===== src/rtl/cms_trace_fifo.sv =====
// cms_trace_fifo: first-word-fall-through trace buffer between the monitor and
// the DMA engine. Optionally drops beats when full instead of stalling, counts
// the losses and keeps packet boundaries intact across dropped tlast beats.
module cms_trace_fifo #(
    parameter int AXI_DATA_WIDTH = 96,
    parameter int DEPTH          = 16,
    parameter bit DROP_WHEN_FULL = 1'b1
) (
    input  logic                          clk,
    input  logic                          rst_n,
    input  logic                          S_AXIS_tvalid,
    output logic                          S_AXIS_tready,
    input  logic [AXI_DATA_WIDTH-1:0]     S_AXIS_tdata,
    input  logic                          S_AXIS_tlast,
    output logic                          M_AXIS_tvalid,
    input  logic                          M_AXIS_tready,
    output logic [AXI_DATA_WIDTH-1:0]     M_AXIS_tdata,
    output logic                          M_AXIS_tlast,
    output logic [$clog2(DEPTH):0]        occupancy,
    output logic [31:0]                   drop_count,
    output logic                          overflow,
    input  logic                          clear_stats
);

    localparam int AW = $clog2(DEPTH);

    // Each entry holds {tlast, tdata}
    logic [AXI_DATA_WIDTH:0] mem [DEPTH];
    logic [AW:0]             wr_ptr;
    logic [AW:0]             rd_ptr;
    logic                    last_pending;
    logic                    full;
    logic                    empty;
    logic                    push;
    logic                    pop;
    logic                    drop;

    // Extra wrap bit distinguishes full from empty when the indices match
    assign full  = (wr_ptr[AW] != rd_ptr[AW]) && (wr_ptr[AW-1:0] == rd_ptr[AW-1:0]);
    assign empty = (wr_ptr == rd_ptr);

    // All decisions use the state sampled at the start of the cycle, so a pop
    // in a full cycle never frees room for the incoming beat
    assign push = S_AXIS_tvalid && !full;
    assign pop  = !empty && M_AXIS_tready;
    assign drop = DROP_WHEN_FULL && S_AXIS_tvalid && full;

    assign S_AXIS_tready = !full || DROP_WHEN_FULL;
    assign M_AXIS_tvalid = !empty;
    assign {M_AXIS_tlast, M_AXIS_tdata} = mem[rd_ptr[AW-1:0]];
    assign occupancy = wr_ptr - rd_ptr;

    // Data storage, not reset; a boundary owed by a dropped tlast beat is
    // folded into the next stored beat
    always_ff @(posedge clk) begin
        if (push) begin
            mem[wr_ptr[AW-1:0]] <= {S_AXIS_tlast | last_pending, S_AXIS_tdata};
        end
    end

    // Read/write pointer advance
    always_ff @(posedge clk or negedge rst_n) begin
        if (!rst_n) begin
            wr_ptr <= '0;
            rd_ptr <= '0;
        end else begin
            if (push) wr_ptr <= wr_ptr + (AW+1)'(1);
            if (pop)  rd_ptr <= rd_ptr + (AW+1)'(1);
        end
    end

    // Remember a dropped packet boundary until the next beat is stored
    always_ff @(posedge clk or negedge rst_n) begin
        if (!rst_n) begin
            last_pending <= 1'b0;
        end else if (drop && S_AXIS_tlast) begin
            last_pending <= 1'b1;
        end else if (push) begin
            last_pending <= 1'b0;
        end
    end

    // Drop statistics; a drop coinciding with a clear is counted after the clear
    always_ff @(posedge clk or negedge rst_n) begin
        if (!rst_n) begin
            drop_count <= '0;
            overflow   <= 1'b0;
        end else if (clear_stats) begin
            drop_count <= drop ? 32'd1 : 32'd0;
            overflow   <= drop;
        end else if (drop) begin
            if (drop_count != '1) drop_count <= drop_count + 32'd1;
            overflow <= 1'b1;
        end
    end

endmodule


===== config.mk =====
export PLATFORM = sky130hd
export DESIGN_NAME = cms_trace_fifo
export DESIGN_NICKNAME = d
export VERILOG_FILES = /design/src/rtl/cms_trace_fifo.sv
export SDC_FILE = /design/constraint.sdc
export NUM_CORES = 2
export LEC_CHECK = 0
export BUFFER_PORTS_ARGS = -buffer_cell sky130_fd_sc_hd__buf_4
export CORE_MARGIN = 5
export CORE_UTILIZATION = 45
export DETAILED_ROUTE_END_ITERATION = 7
export GPL_TIMING_DRIVEN = 0
export SYNTH_ARGS = -nofsm -noshare
export SYNTH_HDL_FRONTEND = slang
export SYNTH_SLANG_ARGS = --single-unit

===== constraint.sdc =====
create_clock -name clk -period 29 [get_ports clk]
set_clock_uncertainty 0.2 [all_clocks]
set_input_delay 4.35 -clock clk [delete_from_list [all_inputs] [get_ports clk]]
set_output_delay 4.35 -clock clk [all_outputs]
set_load 0.01 [all_outputs]

==> out/summary.md <==
The run finished with clean final reports. Share of the synthesized area in the top cell type: 0.7698. The number of buffers inserted by port buffering is 237, and the wire length of the first global-routing pass is 215100 microns.

The utilization after layout was 0.5363; the number of buffer and inverter instances along the worst setup path was 5. DRC marker count from the first detailed-route iteration: 3071. The synthesized netlist contains 51 unique library cells. Setup repair after global routing left no endpoint under its margin. Static timing analysis puts the maximum clock frequency at 0.09953 GHz.

The detailed router used layers up to and including met5. Clock tree synthesis inserted a total of 161 buffers. The average wire per standard cell came out at 30.96 microns.

The initial core utilization was 0.4531. Type of the tightest min-delay check: reg -> reg. The period utilization is 0.3465. When the netlist entered floorplanning its net count stood at 2543. The run gives 0 as the number of max-cap violations. The overall die height was 376.8 microns; the fraction of layout cells with a size suffix above 1 was 0.3605.

The maximum buffer depth of the clock tree was 3. Detailed routing placed a total of 13190 microns of wire on met3. Met2 wire length: 75090 microns.

The worst hold slack is 0.2920 ns. The final route contains 28588 vias. The area added between synthesis and finish works out to 18.37%. The total power divided by cell area was 98.55 nW/um^2. For the count of final max-slew check failures, the log shows 0. The CTS sink count was 1596; the pin count of the biggest net entering global routing was 45.

For the accumulated negative setup slack, the log shows 0 ns. The detail route stage leaves a number of antenna-violating nets equal to 0. The setup slack of the most critical reg-to-reg path came out at 21.70 ns.

Traced cell by cell, the critical path runs through clkbuf_1 -> clkbuf_1 -> clkbuf_1 -> inv_1 -> fa_1 -> a21o_1 -> a21oi_1 -> xnor2_1 -> buf_4. Summed over all cells, the static leakage comes to 22.79 nW. The actual transition at the worst max-transition pin works out to 1.469 ns.

Slowest cell on the critical path: sky130_fd_sc_hd__clkbuf_1. For the routability congestion estimate from global placement, the log shows 0.7961. The tools report the total global routing track utilization as 0.2137. The data required time of the critical path was 24.45 ns. For the gate count after technology mapping, the log shows 2430. STA classifies the critical path startpoint as a flip-flop.

The H-tree depth came out at 4. For this run, the number of Yosys warnings is 0. The worst setup path is of the reg -> out kind. The die covers 142000 sq um. The sequential area share after synthesis is 0.7880, and the quantity of gates resized following cts is 0. The kind of cell adding the most delay to the critical path is buffers and inverters. By area the synthesized netlist is led by sky130_fd_sc_hd__edfxtp_1 (77%), sky130_fd_sc_hd__mux4_2 (18%), sky130_fd_sc_hd__dfrtp_1 (1.8%), sky130_fd_sc_hd__clkbuf_1 (0.55%), sky130_fd_sc_hd__a21oi_1 (0.22%). After detailed routing, the number of vias per cell comes to 5.891. The area inside the core boundary was 133600 sq um; the number of top-level pins was 239. The synthesized cell area came out at 60540 sq um. The cell that appears most often on the critical path is sky130_fd_sc_hd__clkbuf_1. The proportion of register bits with asynchronous set or reset after synthesis was 0.02757; the via count of the first global-routing pass was 29845. TritonCTS built the clock tree. The biggest area consumer among synthesized cells is sky130_fd_sc_hd__edfxtp_1. The routed design could run at a clock period as short as 10.05 ns. For this run, the leading register cell type out of synthesis is sky130_fd_sc_hd__edfxtp_1. The endpoint type of the worst setup path is an output pin. The tools report the number of antenna violations at the first check in global routing as 17.

For this design, the CTS-stage hold fixing added 0 buffers. In this run the worst path has a maximum fanout of 10. After detailed routing, the wire length on met1 is 59250 microns. For the row count, the log shows 134. The detailed-route wire length is 150300 microns. The wire-length estimate of the detail-placed layout is 92930 microns.

The logs give 0 for the final-report hold violation count and 0.78 ns for the clock insertion delay at the later pin of the skew report. The run gives 0 as the final setup violation count. The tree is rooted in a sky130_fd_sc_hd__clkbuf_16. The arrival time of data at the critical path endpoint came out at 5.50 ns. The register bit count reported by yosys was 1596; the worst IR drop on VDD was 0.05245 mV. Each instance of the synthesized netlist takes up on average 24.91 sq um. The number of nets at the end of the flow is 3060, and the clock transition at the registers of the reported paths is 0.06 ns.

Post-CTS timing repair inserted 0 buffers for setup. The horizontal die dimension is 376.8 microns, and the first-pass iteration count of the detailed router is 7. The synthesized design contains 1552 enable-type register cells.

After detailed routing, the number of remaining DRC violations is 0. The stage delay of the slowest cell on the critical path is 1.04 ns, and the max-slew headroom at the worst pin is 0.02096. After global routing the overflow that remains totals 0.
## path summary, 6_finish.rpt
path                                              endpoint  depth (start not counted)                     start
min in group asynchronous       drop_count[31]$_DFFE_PN0P_                          1                     rst_n
worst min-delay path              last_pending$_DFFE_PN0P_                          2  last_pending$_DFFE_PN0P_
max in group asynchronous            rd_ptr[0]$_DFFE_PN0P_                          1                     rst_n
worst max-delay path                          occupancy[4]                          9     rd_ptr[1]$_DFFE_PN0P_
worst max register to register        mem[0][58]$_DFFE_PP_                         13     rd_ptr[1]$_DFFE_PN0P_
worst min register to register    last_pending$_DFFE_PN0P_                          2  last_pending$_DFFE_PN0P_
## sequential cells by signal, summed over array words and instances (netlist names)
register,flops
last_pending,1
mem,1552
overflow,1
rd_ptr,5
wr_ptr,5
drop_count,32
## worst min-delay path: stages (launching register included)
cell and delay (ns):
sky130_fd_sc_hd__dfrtp_1 0.34, sky130_fd_sc_hd__a21oi_1 0.04, sky130_fd_sc_hd__nor2_1 0.07
## power by group
| group | switching, W | total [W] | internal, W | leakage, nW |
|---|---|---|---|---|
| combinational | 0.00121 | 0.00225 | 0.00104 | 5.69 |
| sequential | 0.0000478 | 0.00281 | 0.00276 | 14.6 |
| clock | 0.000847 | 0.00200 | 0.00115 | 2.49 |
## metal layers
layer  GRT usage  up-vias
met3     0.05248      205
met5           0        -
met2      0.3528     1210
met4     0.04934       14
li1            -    11634
met1      0.2924    15525
## layout make-up
cell class,instances,area [sq um]
multi-input cells,703,12430
flip-flops and latches,1596,47710
repair buffers,354,3679
clock buffers,203,4322
fillers,9942,61960
well taps,1768,2212
inverters,13,48.80
clock inverters,92,782.0
diodes,6,15.01
plain buffers,118,471.7
## kinds of logic (layout without fill, tap and decap cells)
kind of cell	after synthesis	in the layout	share of synthesized area
AOI/OAI and AO/OA	64	64	0.006345
xor gates and xnor gates	16	16	0.002315
adders and majority gates	11	11	0.002397
buffers and inverters	131	780	0.008577
DFF	1596	1596	0.7880
muxes	488	488	0.1810
other	1	7	0.00006194
and+or+nand+nor	123	123	0.01137
## synthesized netlist by cell type, types with 6 or more instances
library cell and instances:
sky130_fd_sc_hd__a21oi_1 27, sky130_fd_sc_hd__buf_1 13, sky130_fd_sc_hd__buf_2 14, sky130_fd_sc_hd__clkbuf_1 89
sky130_fd_sc_hd__dfrtp_1 44, sky130_fd_sc_hd__edfxtp_1 1552, sky130_fd_sc_hd__ha_1 10, sky130_fd_sc_hd__inv_1 12
sky130_fd_sc_hd__mux4_2 485, sky130_fd_sc_hd__nand2_1 20, sky130_fd_sc_hd__nand2b_1 6, sky130_fd_sc_hd__nand3_1 10
sky130_fd_sc_hd__nand4_1 11, sky130_fd_sc_hd__nor2_1 26, sky130_fd_sc_hd__nor3_1 7, sky130_fd_sc_hd__o21ai_0 21
sky130_fd_sc_hd__or3_1 15, sky130_fd_sc_hd__xnor2_1 11
## cell usage in the layout (no fill, tap or decap), drive strengths merged, types with 21 or more instances in the layout
cell,netlist,routed
clkinv,0,70
buf,28,382
edfxtp,1552,1552
nor2,26,26
a21oi,27,27
clkbuf,89,292
dfrtp,44,44
mux4,485,485
o21ai,21,21
## stage by stage
| step | cells | total power [W] | cell area (sq um) | setup slack [ns] |
|---|---|---|---|---|
| CTS | 4847 | 0.007165 | 71650 | 19.05 |
| detailed placement | 4552 | 0.005161 | 66540 | 19.92 |
| floorplan | 2430 | 0.004171 | 60540 | 16.54 |
| global placement | 4435 | 0.005137 | 64530 | 6.611 |
| global route | 4847 | 0.007354 | 71650 | 18.83 |
| finish | 4853 | 0.007062 | 71660 | 18.95 |
Note: power is estimated with default switching activity, not from simulation.
